<file path="src/rtl/concat_unpacker.sv">
// ============================================================================
//  concat_unpacker
//  Splits one packed word {f0,...,fN-1} into fields on a valid/ready stream,
//  f0 first. Optional replication check is enabled by defining REP_CHECK_EN.
//  Revision: 1.0
// ============================================================================
`default_nettype none

module concat_unpacker #(
  parameter int FIELD_W    = 8,
  parameter int NUM_FIELDS = 4,
  parameter int IDX_W      = 2
) (
  input  logic                          clk,
  input  logic                          rst,
  input  logic                          in_valid,
  output logic                          in_ready,
  input  logic [FIELD_W*NUM_FIELDS-1:0] in_data,
  output logic                          out_valid,
  input  logic                          out_ready,
  output logic [FIELD_W-1:0]            out_data,
  output logic [IDX_W-1:0]              out_index,
  output logic                          out_last,
  output logic                          rep_err
);

  localparam logic [IDX_W-1:0] LAST_IDX = IDX_W'(NUM_FIELDS - 1);

  typedef enum logic [0:0] {
    IDLE = 1'b0,
    EMIT = 1'b1
  } state_t;

  state_t                          state, state_next;
  logic [FIELD_W*NUM_FIELDS-1:0]   hold, hold_next;
  logic [IDX_W-1:0]                idx, idx_next;
  logic                            load;
  logic                            out_fire;

  always_ff @(posedge clk) begin
    if (rst) begin
      state <= IDLE;
      hold  <= '0;
      idx   <= '0;
    end else begin
      state <= state_next;
      hold  <= hold_next;
      idx   <= idx_next;
    end
  end

  // A new word may load in the same cycle the last field leaves, so there is no bubble.
  always_comb begin
    out_valid  = (state == EMIT);
    out_last   = out_valid && (idx == LAST_IDX);
    out_fire   = out_valid && out_ready;
    in_ready   = (state == IDLE) || (out_fire && out_last);
    load       = in_valid && in_ready;
    state_next = state;
    hold_next  = hold;
    idx_next   = idx;
    if (load) begin
      hold_next  = in_data;
      idx_next   = '0;
      state_next = EMIT;
    end else if (out_fire) begin
      if (out_last) begin
        idx_next   = '0;
        state_next = IDLE;
      end else begin
        idx_next = idx + IDX_W'(1);
      end
    end
  end

  always_comb begin
    out_data = '0;
    if (state == EMIT) begin
      for (int k = 0; k < NUM_FIELDS; k++) begin
        if (idx == IDX_W'(k)) begin
          out_data = hold[FIELD_W*(NUM_FIELDS-k)-1 -: FIELD_W];
        end
      end
    end
  end

  assign out_index = idx;

`ifdef REP_CHECK_EN
  logic rep_mismatch;

  // Compare the incoming word directly so the flag is ready with the first field.
  always_comb begin
    rep_mismatch = 1'b0;
    for (int k = 1; k < NUM_FIELDS; k++) begin
      if (in_data[FIELD_W*(NUM_FIELDS-k)-1 -: FIELD_W] !=
          in_data[FIELD_W*NUM_FIELDS-1 -: FIELD_W]) begin
        rep_mismatch = 1'b1;
      end
    end
  end

  always_ff @(posedge clk) begin
    if (rst) begin
      rep_err <= 1'b0;
    end else if (load) begin
      rep_err <= rep_mismatch;
    end
  end
`else
  assign rep_err = 1'b0;
`endif

endmodule

`default_nettype wire
</file>
<file path="config.mk">
export PLATFORM = sky130hd
export DESIGN_NAME = concat_unpacker
export DESIGN_NICKNAME = d
export VERILOG_FILES = /design/src/rtl/concat_unpacker.sv
export SDC_FILE = /design/constraint.sdc
export NUM_CORES = 1
export LEC_CHECK = 0
export BUFFER_PORTS_ARGS = -buffer_cell sky130_fd_sc_hd__buf_4
export CAP_MARGIN = 20
export CORE_MARGIN = 8
export CORE_UTILIZATION = 51
export DETAILED_ROUTE_END_ITERATION = 10
export PLACE_DENSITY = 0.86
export SYNTH_ARGS = -nofsm -noshare
export SYNTH_HDL_FRONTEND = slang
export SYNTH_SLANG_ARGS = --single-unit
</file>
<file path="constraint.sdc">
create_clock -name clk -period 1.9 [get_ports clk]
set_clock_uncertainty 0.2 [all_clocks]
set_input_delay 0.19 -clock clk [delete_from_list [all_inputs] [get_ports clk]]
set_output_delay 0.19 -clock clk [all_outputs]
set_load 0.005 [all_outputs]
</file>
# ---- Word-level counts from Yosys, hierarchy flattened
# Cells that the tools add are included.
dict set report word_totals {
  output_inout_bits 14
  ff_bits 35
  elab_cells 27
}
dict set report op_classes {
  bitwise 1
  addsub 1
  muxes 9
  n_eq_ne 3
  reduce_logical 10
}
# cell count
set op_table {}
lappend op_table {{two-way mux 8 bit} 5}
lappend op_table {{equality test 2 bit (second input constant)} 2}
lappend op_table {{logical AND 1 bit} 4}
lappend op_table {{nonzero test 2 bit} 2}
lappend op_table {{two-way mux 1 bit} 3}
lappend op_table {{adder 2 x 1 -> 2 bit (second input constant)} 1}
lappend op_table {{equality test 2 x 1 -> 1 bit (second input constant)} 1}
lappend op_table {{zero test 2 bit} 1}
lappend op_table {{two-way mux 2 bit} 1}
lappend op_table {{AND reduction 2 bit} 1}
lappend op_table {{OR reduction 2 bit} 1}
lappend op_table {{logical OR 1 bit} 1}
lappend op_table {{NOT 1 bit} 1}

# ---- Longest topological paths before layout
# Gate-level depths: netlist of the first run.
dict set report depth {
  ltp_word 7
  ltp_mapped 7
  depth_no_buf 5
}

# ---- Least setup slack after synthesis of the first run
# Ideal clock, no wire load.
dict set report synth_path {
  path_kind {reg2out}
  start {reg idx[1], in the netlist out_index[1]}
  end {out out_data[4]}
  t_required_ps 1510
  t_arrival_ps 1382
  stages_incl_launch_ff 8
  path_slack_ps 128
  n_path_buf 2
  cell_sequence {dfxtp_1 -> inv_1 -> ha_1 -> buf_2 -> nor2b_1 -> buf_2 -> a221oi_1 -> o31ai_1}
}
dict set report synth_via {
  elab_chain_len 6
}
# element line
set synth_rtl {}
lappend synth_rtl {{start: declaration} 36} ;# logic [IDX_W-1:0] idx, idx_next;
lappend synth_rtl {{start signal: assignment} 48} ;# idx <= idx_next;
lappend synth_rtl {{zero test 2 bit} 80} ;# if (idx == IDX_W'(k)) begin
lappend synth_rtl {{two-way mux 8 bit (3 in a row)} 80}
lappend synth_rtl {{two-way mux 8 bit *} 80}
lappend synth_rtl {{two-way mux 8 bit *} 78} ;# if (state == EMIT) begin
lappend synth_rtl {{end: declaration} 21} ;# output logic [FIELD_W-1:0] out_data,
# Every way passes the cells marked *; elsewhere a longest branch is shown, timed or not.

# ---- Worst setup path in the final report of the first run
dict set report layout_path {
  start {reg idx[0], in the netlist out_index[0]}
  end {out out_data[2]}
}
# Same word-level chain as after synthesis.

==> flow_summary.toml, run 1 <==
[detailed_routing]
finalWirelength_microns = 7180
ant_nets = 0
dr.pass1.iters = 5
wire_per_inst_microns = 21.4
route.detailed.drc = 0
routed_via_density = 6.17
drt_iter0_markers = 233
num_vias = 2067

[worst_setup_path]
worst-path-buf-inv = 3
rrSetupSlack_ns = 0
cpPeakStageDelay_ns = 0.39
startpoint_type = "register"
worst_ep_arrival_time_ns = 1.83
cpMaxStageDelayCell = "dfxtp_4"
cp_top_family = "buffers and inverters"
crit_path_max_fanout = 5
critical_path_class = "reg2out"
crit_chain = "inv_4, ha_4, nor2b_4, buf_12, a221oi_2, o31ai_1, buf_4"
critPathRequiredTime_ns = 1.51
endpoint_kind = "primary output"

[final_layout]
final_common_cell = "buf_4"
antenna_cells = 0
layout_common_cells = "buf_4, a21oi_1, dlygate4sd3_1, dfxtp_1, nand3b_1"
nets = 329
fill_cells = 169
drive_above_1_share_pct = 33.2
area_growth_pct = 63.1
fin_util_pct = 86.2

[global_routing]
grt_pass1_wl_microns = 8930
grt_max_degree = 36
grt_pass1_vias = 1815
track_usage_pct = 21.0
antenna_found_initial = 0
overflow = 0

[pwr]
cellInternalPower_w = 0.00119
power_switching_w = 0.000507
p_leak_nw = 1.11
total_power_w = 0.00169
ir_drop_uv = 556
seqPwrFrac_pct = 48.1
netSwitchingFraction_pct = 29.9
pwr_density_cell_nw_per_um2 = 588
clockPowerShare_pct = 25.8
combPwrFrac_pct = 26.1

[yosys]
synth_area_leader_cell = "dfxtp_1"
syn_area_sq_um = 1760
synth_cell_types = 27
synth_fp_nets = 250
syn_inst = 210
synth_seq_area_share_pct = 39.7
yosys.area.top_type_share_pct = 39.7
synth-seq-cells = 35
yosys-top-cells-area = "dfxtp_1, nand3b_1, a21oi_1"
yosysWarnings = 0
avgSynthCellArea_sq_um = 8.40

[clocking]
cts_sinks = 35
clock_latency_ns = 0.35
cts_buffer_depth = 2
cts_buffers = 5
htree_levels = 2
cts.clk_slew.worst_paths_ns = 0.11
cts_tree = "built"
cts_root_buffer = "clkbuf_4"

[timing]
whs_ns = 0.0419
slew_headroom_pct = 61.9
setup_violations = 9
hold_violations = 0
timing.final.ws_setup_ns = -0.324
fin_crit_sh_pct = 117
clock.fmax_ghz = 0.450
fin_crit_ns = 2.22
worst_pin_slew_ns = 0.571
rsz0062_at_grt = "true"
report.final.slew_viol_count = 0

[floorplanning]
initial_utilization_pct = 52.9
die_w_microns = 74.8
ios = 50
die_h_microns = 74.8
dieArea_sq_um = 5600
core_sq_um = 3340
num_rows = 21

[run]
cap_violations = 0

[min_path]
hold_class = "in2reg"

[status]
violations = "negative setup slack"
outcome = "finished with violations"

[placed_design]
port_buffers = 48
dp_hpwl_microns = 3150
gp_congestion = 0.822
==> routing by layer <==
layer | global-route usage, % | share of wire [%] | up-vias
li1 | - | - | 914
met3 | 5.86 | 7.9 | 35
met5 | 0 | 0 | -
met1 | 24.9 | 40 | 972
met2 | 34.8 | 48 | 146
met4 | 8.26 | 4.0 | 0
==> synth_stat cells <==
cell type and instances:
buf_1 4, o21ai_1 21, mux2i_1 1, a21boi_2 1, nand3b_1 32, a221oi_1 8
buf_2 7, inv_2 1, a311oi_1 1, nand2b_1 2, o31ai_1 8, conb_1 1
nor2_1 1, clkbuf_1 8, dfxtp_1 35, clkbuf_2 1, and2_1 1, ha_1 4
a21oi_1 34, a211oi_1 1, nand3_1 8, nor2b_1 9, buf_4 3, nand2_1 2
inv_1 3, buf_6 2, o21ai_0 11
==> what timing repair did <==
item	4_1_cts	5_1_grt
hold buffers	33	0
buffers inserted	1	4
endpoints found under the setup margin	9	37
pin swaps	10	9
gates resized for setup	28	17
endpoints found under the hold margin	35	0
cloned	0	3
==> worst reg2reg max path: stages (launching register included) <==
cell and delay, ns:
dfxtp_4 0.39, buf_6 0.13, ha_4 0.17, buf_8 0.14
a21boi_4 0.15, buf_6 0.17, buf_12 0.14, o21ai_0 0.11
a21oi_1 0.23
==> kinds of logic (layout without fill, tap and decap cells) <==
logic type	count (synthesis)	count (layout)	share of synthesized area, %
compound gates	85	85	27.7
fa+ha+maj	4	4	2.84
buf+inv	29	108	8.23
flops	35	35	39.7
mux	1	1	0.567
other cells	1	1	0.213
simple gates	55	55	20.8
==> metrics by stage <==
step,std cells,worst slack (ns),setup TNS [ns],instance area [sq um]
after floorplan,210,0.128,0,1760
after global placement,287,-0.0686,-0.360,2140
after detailed placement,287,-0.105,-0.627,2140
after CTS,328,-0.188,-1.40,2660
after global routing,335,-0.351,-2.56,2880
final,335,-0.324,-2.09,2880
==> power by group through the flow <==
| stage | Sequential (W) | Combinational [W] | Clock (W) |
|---|---|---|---|
| 2_1_floorplan | 0.000809 | 0.000164 | 0 |
| 6_report | 0.000814 | 0.000441 | 0.000437 |
| 3_5_place_dp | 0.000815 | 0.000269 | 0 |
| 5_1_grt | 0.000817 | 0.000464 | 0.000456 |
| 4_1_cts | 0.000804 | 0.000349 | 0.000421 |
| 3_3_place_gp | 0.000812 | 0.000264 | 0 |
==> registers in the layout, indices dropped and copies added (netlist names) <==
name	count
hold	32
out_index	2
out_valid	1
==> cell type report <==
| type | count | area, sq um | area share [%] |
|---|---|---|---|
| multi-input combinational | 146 | 1120 | 38.8 |
| timing repair buffer | 97 | 923 | 32.1 |
| sequential | 35 | 706 | 24.5 |
| tap | 46 | 57.6 | 2.00 |
| clock buffer | 6 | 51.3 | 1.78 |
| inverter | 4 | 17.5 | 0.609 |
| clock inverter | 1 | 5.00 | 0.174 |
==> path summary, 6_finish.rpt <==
| path | from | endpoint | depth (start not counted) |
|---|---|---|---|
| max reg2reg | out_index[0] | hold[11] | 8 |
| max | out_index[0] | out_data[2] | 7 |
| min | rst | hold[22] | 2 |
| min reg2reg | hold[7] | hold[7] | 2 |
No activity file was read; power rests on OpenSTA's default activity.
==> run 2: changes to the inputs <==
--- a/config.mk
+++ b/config.mk
@@ -6,7 +6,6 @@
 export NUM_CORES = 1
 export LEC_CHECK = 0
 export BUFFER_PORTS_ARGS = -buffer_cell sky130_fd_sc_hd__buf_4
-export CAP_MARGIN = 20
 export CORE_MARGIN = 8
 export CORE_UTILIZATION = 51
 export DETAILED_ROUTE_END_ITERATION = 10
==> constraint.sdc (replaced) <==
create_clock -name clk -period 1.9 [get_ports clk]
set_clock_uncertainty 0.2 [all_clocks]
set_input_delay 0.19 -clock clk [delete_from_list [all_inputs] [get_ports clk]]
set_output_delay 0.19 -clock clk [all_outputs]
set_load 0.02 [all_outputs]
==> flow_summary.toml, run 2 <==
[status]
outcome = "did not finish"
lastStage = "global routing"
toolErrorMsg = "[ERROR DPL-0038] Utilization greater than 100%, impossible to legalize"

[placed_design]
port_buffers = 48
placed_area_sq_um = 2220
gp_congestion = 0.821
dp_hpwl_microns = 3190

[yosys]
synth_edf_count = 0
syn_area_sq_um = 1760
avgSynthCellArea_sq_um = 8.40
yosys-top-cells-area = "dfxtp_1, nand3b_1, a21oi_1"
yosys.area.top_type_share_pct = 39.7
synth_common_cells = "dfxtp_1, a21oi_1, nand3b_1"
synth_seq_area_share_pct = 39.7
synth-main-ff-cell = "dfxtp_1"
yosysWarnings = 0
synth-seq-cells = 35
synth_cell_types = 27
synth-async-reset-ratio_pct = 0
synth_area_leader_cell = "dfxtp_1"
synth_fp_nets = 250
synth.most_common_cell = "dfxtp_1"
syn_inst = 210

[clocking]
cts_buffers = 5
cts_sinks = 35
cts_root_buffer = "clkbuf_4"
cts_buffer_depth = 2
htree_levels = 2

[floorplanning]
die_h_microns = 74.8
die_w_microns = 74.8
initial_utilization_pct = 52.9
num_rows = 21
ios = 50

[global_routing]
grt_max_degree = 36

[timing]
worst-ep-kind = "output port"
crit_endpoint = "out_data[5]"
-- run 2: cell counts after synthesis --
Identical to the previous run, type by type.
-- run 2: cell families after synthesis --
family	Yosys count	share of synthesized area [%]
AOI/OAI and AO/OA	85	27.7
and+or+nand+nor	55	20.8
DFF	35	39.7
buffers and inverters	29	8.23
adders and majority gates	4	2.84
muxes	1	0.567
other	1	0.213
-- run 2: timing repair --
| action | CTS |
|---|---|
| buffers inserted | 9 |
| pin swaps | 14 |
| endpoints found under the hold margin | 33 |
| cloned | 1 |
| resized for setup | 74 |
| hold buffers | 33 |
| setup endpoints to repair | 10 |
-- run 2: per-stage QoR --
step / worst slack [ns] / cells
after CTS: -0.238 / 338
after global placement: -0.136 / 289
after detailed placement: -0.187 / 289
after floorplan: -0.0110 / 210
==> run 3: changes to the inputs <==
--- a/config.mk
+++ b/config.mk
@@ -7,9 +7,9 @@
 export LEC_CHECK = 0
 export BUFFER_PORTS_ARGS = -buffer_cell sky130_fd_sc_hd__buf_4
 export CORE_MARGIN = 8
-export CORE_UTILIZATION = 51
+export CORE_UTILIZATION = 40
 export DETAILED_ROUTE_END_ITERATION = 10
-export PLACE_DENSITY = 0.86
+export PLACE_DENSITY_LB_ADDON = 0.15
 export SYNTH_ARGS = -nofsm -noshare
 export SYNTH_HDL_FRONTEND = slang
 export SYNTH_SLANG_ARGS = --single-unit
==> flow_summary.toml, run 3 (synthesis results as in run 1) <==
[status]
outcome = "finished with violations"
violations = "negative setup slack"

[placed_design]
placed_area_sq_um = 2250
gp_congestion = 0.802
numPlacedInstances = 299
dp_hpwl_microns = 3430
port_buffers = 48

[clocking]
cts_sinks = 35
htree_levels = 2
cts_buffer_depth = 2
cts.clk_slew.worst_paths_ns = 0.07
clock_latency_ns = 0.28
cts_buffers = 5
cts_root_buffer = "clkbuf_8"
cts_tree = "built"

[floorplanning]
dieArea_sq_um = 6790
ios = 50
core_sq_um = 4290
num_rows = 24
die_w_microns = 82.4
initial_utilization_pct = 41.1
die_h_microns = 82.4

[global_routing]
grt_pass1_vias = 1792
antenna_found_initial = 0
grt_pass1_wl_microns = 8690
grt_max_degree = 46
overflow = 0
track_usage_pct = 16.7

[final_layout]
stdcell_count = 341
antenna_cells = 0
fin_util_pct = 71.2
final_common_cell = "buf_4"
top_register = "hold"
layout_common_cells = "buf_4, a21oi_1, dfxtp_1"
largest_reg_flops = 32
drive_above_1_share_pct = 38.4
multi_input_area_sq_um = 1260
register_area_sq_um = 708
fin_area_sq_um = 3060
nets = 328
fill_cells = 320
area_growth_pct = 73.4

[timing]
setup_violations = 8
hold_violations = 0
rsz0062_at_grt = "true"
report.final.slew_viol_count = 0
clock.fmax_ghz = 0.485
whs_ns = 0.00661
fin_crit_sh_pct = 108
timing.final.ws_setup_ns = -0.160
fin_crit_ns = 2.06

[min_path]
hold_depth = 3
hold_class = "in2reg"
worstHoldStart = "in_data[29]"
min_to = "hold[29]"

[worst_setup_path]
cp_common_cell = "buf_6"
cpPeakStageDelay_ns = 0.37
critical_path_class = "reg2out"
endpoint_kind = "primary output"
r2r-end = "hold[0]"
crit_chain = "buf_6, ha_4, nand2b_4, buf_12, o31ai_4, buf_6"
rrSetupSlack_ns = 0.06
crit_path_max_fanout = 6
cpMaxStageDelayCell = "dfxtp_4"
worst_ep_arrival_time_ns = 1.67
startpoint_type = "register"
reg2reg_from = "out_index[0]"
reg2reg_depth = 8
critPathRequiredTime_ns = 1.51

[detailed_routing]
routed_via_density = 5.43
wire_per_inst_microns = 17.7
ant_nets = 0
route.detailed.drc = 0
drt_iter0_markers = 115
num_vias = 1853
dr.pass1.iters = 4
finalWirelength_microns = 6040

[pwr]
pwr_density_cell_nw_per_um2 = 586
p_leak_nw = 1.14
ir_drop_uv = 525
total_power_w = 0.00179

[run]
cap_violations = 0
==> run 3: where the power goes <==
part / switching [W] / internal, W
clock network: 0.000264 / 0.000257
registers: 0.0000383 / 0.000774
logic: 0.000210 / 0.000249
==> run 3: what timing repair did <==
item | CTS | global route
pin swaps | 4 | 10
setup buffers | 2 | 9
endpoints found under the hold margin | 25 | 0
cloned | 1 | 1
gates resized for setup | 39 | 32
endpoints found under the setup margin | 9 | 41
hold buffers | 25 | 0
==> run 3: how the worst max path moves through the flow <==
| stage | from | to |
|---|---|---|
| final | out_index[0] | out_data[0] |
| after global routing | out_index[0] | out_data[6] |
| after CTS | out_index[0] | out_data[2] |
| after detailed placement | out_index[1] | out_data[2] |
| after global placement | out_index[1] | out_data[2] |
| after floorplan | out_index[1] | out_data[4] |
==> run 3: cell type report <==
| type | instances | area share, % |
|---|---|---|
| multi-input combinational | 146 | 41.1 |
| timing repair buffer | 96 | 30.3 |
| sequential | 35 | 23.1 |
| clock buffer | 7 | 2.49 |
| tap | 52 | 2.13 |
| inverter | 4 | 0.573 |
| clock inverter | 1 | 0.164 |
==> run 3: critical path, delay by kind of cell, from the launching register on <==
kind	cells	cell delay, ns
fa+ha+maj	1	0.16
flops	1	0.37
compound gates	1	0.27
simple gates	1	0.15
buf+inv	3	0.43
==> run 3: routing by layer <==
| layer | vias up | part of all wire (%) | global-route usage, % |
|---|---|---|---|
| met1 | 869 | 42 | 19.9 |
| met4 | 0 | 1.3 | 5.79 |
| li1 | 918 | - | - |
| met3 | 8 | 7.2 | 5.19 |
| met5 | - | 0 | 0 |
| met2 | 58 | 49 | 27.7 |
==> run 3: metrics by stage <==
| step | setup TNS, ns | setup slack [ns] |
|---|---|---|
| final | -1.18 | -0.160 |
| after global routing | -1.66 | -0.217 |
| after CTS | -1.33 | -0.188 |
| after detailed placement | -1.04 | -0.166 |
| after global placement | -0.899 | -0.139 |
| after floorplan | -0.0110 | -0.0110 |
==> run 4: changes to the inputs <==
--- a/config.mk
+++ b/config.mk
@@ -9,7 +9,7 @@
 export CORE_MARGIN = 8
 export CORE_UTILIZATION = 40
 export DETAILED_ROUTE_END_ITERATION = 10
-export PLACE_DENSITY_LB_ADDON = 0.15
+export PLACE_DENSITY = 0.65
 export SYNTH_ARGS = -nofsm -noshare
 export SYNTH_HDL_FRONTEND = slang
 export SYNTH_SLANG_ARGS = --single-unit
==> flow_summary.toml, run 4 (synthesis results as in run 1) <==
[pwr]
p_leak_nw = 1.13
total_power_w = 0.00175
seqPwrFrac_pct = 46.1
power_switching_w = 0.000479
pwr_density_cell_nw_per_um2 = 598
netSwitchingFraction_pct = 27.4
combPwrFrac_pct = 25.0
clockPowerShare_pct = 28.8
ir_drop_uv = 358
cellInternalPower_w = 0.00127

[timing]
setup_violations = 8
whs_ns = -0.00201
clock.fmax_ghz = 0.472
fin_crit_ns = 2.12
slew_headroom_pct = 64.2
hold_violations = 2
fin_crit_sh_pct = 112
tns_ns = -1.58
timing.final.ws_setup_ns = -0.219
report.final.slew_viol_count = 0
rsz0062_at_grt = "true"
worst_pin_slew_ns = 0.536

[global_routing]
grt_pass1_vias = 1910
antenna_found_initial = 0
overflow = 0
track_usage_pct = 16.9
grt_max_degree = 40
grt_pass1_wl_microns = 8800

[placed_design]
port_buffers = 48
dp_hpwl_microns = 3380
gp_congestion = 0.787

[detailed_routing]
wl_met1_microns = 2460
met2_length_microns = 2850
routed_via_density = 5.37
drt_iter0_markers = 111
finalWirelength_microns = 5650
num_vias = 1831
wl_met3_microns = 267
ant_nets = 0
highest_layer = "met4"
dr.pass1.iters = 4
route.detailed.drc = 0
wire_per_inst_microns = 16.6

[worst_setup_path]
reg2reg_depth = 8
r2r-end = "hold[12]"
startpoint_type = "register"
critical_path_class = "reg2out"
rrSetupSlack_ns = 0.09
crit_path_max_fanout = 6
endpoint_kind = "primary output"
critPathRequiredTime_ns = 1.51
reg2reg_from = "out_index[1]"
worst_ep_arrival_time_ns = 1.73

[final_layout]
multi_input_area_sq_um = 1130
antenna_cells = 0
largest_reg_flops = 32
area_growth_pct = 65.4
nets = 329
fill_cells = 350
drive_above_1_share_pct = 36.0
register_area_sq_um = 708
final_common_cell = "buf_4"
layout_common_cells = "buf_4, a21oi_1, dfxtp_1"
top_register = "hold"

[min_path]
min_to = "hold[25]"
hold_class = "in2reg"
worstHoldStart = "in_data[25]"
hold_depth = 3

[status]
violations = "negative hold slack, negative setup slack"
outcome = "finished with violations"

[clocking]
cts_root_buffer = "clkbuf_8"
cts_tree = "built"
cts_buffers = 5
cts.clk_slew.worst_paths_ns = 0.07
htree_levels = 2
clock_latency_ns = 0.29
cts_sinks = 35
cts_buffer_depth = 2

[floorplanning]
initial_utilization_pct = 41.1
dieArea_sq_um = 6790
num_rows = 24
die_w_microns = 82.4
ios = 50
die_h_microns = 82.4
core_sq_um = 4290

[run]
cap_violations = 0
## run 4: what timing repair did
action | CTS | global route
resized for setup | 42 | 7
hold endpoints to repair | 27 | 0
gates cloned | 0 | 1
hold buffers | 27 | 0
pin swaps | 5 | 6
setup buffers | 4 | 2
setup endpoints to repair | 9 | 36
## run 4: how the worst max path moves through the flow
stage                            start     endpoint  cells after the start
final                     out_index[0]  out_data[3]                      7
after CTS                 out_index[1]  out_data[0]                      7
after global placement    out_index[1]  out_data[3]                      7
after floorplan           out_index[1]  out_data[4]                      7
after detailed placement  out_index[1]  out_data[2]                      7
after global routing      out_index[0]  out_data[3]                      7
## run 4: power by group through the flow
stage	combinational (W)	clock, W	sequential (W)
after floorplan	0.000182	0	0.000812
after global placement	0.000298	0	0.000814
after detailed placement	0.000301	0	0.000815
after CTS	0.000405	0.000505	0.000804
after global routing	0.000470	0.000546	0.000809
final	0.000437	0.000504	0.000805
## run 4: layer usage
metal,track usage (%),vias up
li1,-,917
met2,29.6,39
met5,0,-
met4,5.79,0
met1,19.5,867
met3,4.33,8
## run 4: final cells by class
| type | count | share of cell area, % |
|---|---|---|
| Clock buffer | 7 | 2.62 |
| Inverter | 4 | 0.686 |
| Multi-Input combinational cell | 146 | 38.8 |
| Sequential cell | 35 | 24.3 |
| Tap cell | 52 | 2.23 |
| Timing Repair Buffer | 97 | 31.4 |
## run 4: metrics by stage
step / cells / util [%] / instance area [sq um] / worst slack, ns
5_1_grt: 341 / 67.9 / 2920 / -0.296
2_1_floorplan: 210 / - / 1830 / -0.0110
3_5_place_dp: 300 / 52.5 / 2250 / -0.202
4_1_cts: 338 / 66.3 / 2850 / -0.220
3_3_place_gp: 300 / 52.5 / 2250 / -0.154
6_report: 341 / 67.9 / 2920 / -0.219
## run 4: worst max-delay path: stages, from the launching register on
cell      delay (ns)
dfxtp_4         0.37
inv_4           0.07
ha_4            0.12
nor2b_4         0.30
a221oi_2        0.10
buf_4           0.16
o31ai_4         0.18
buf_6           0.15
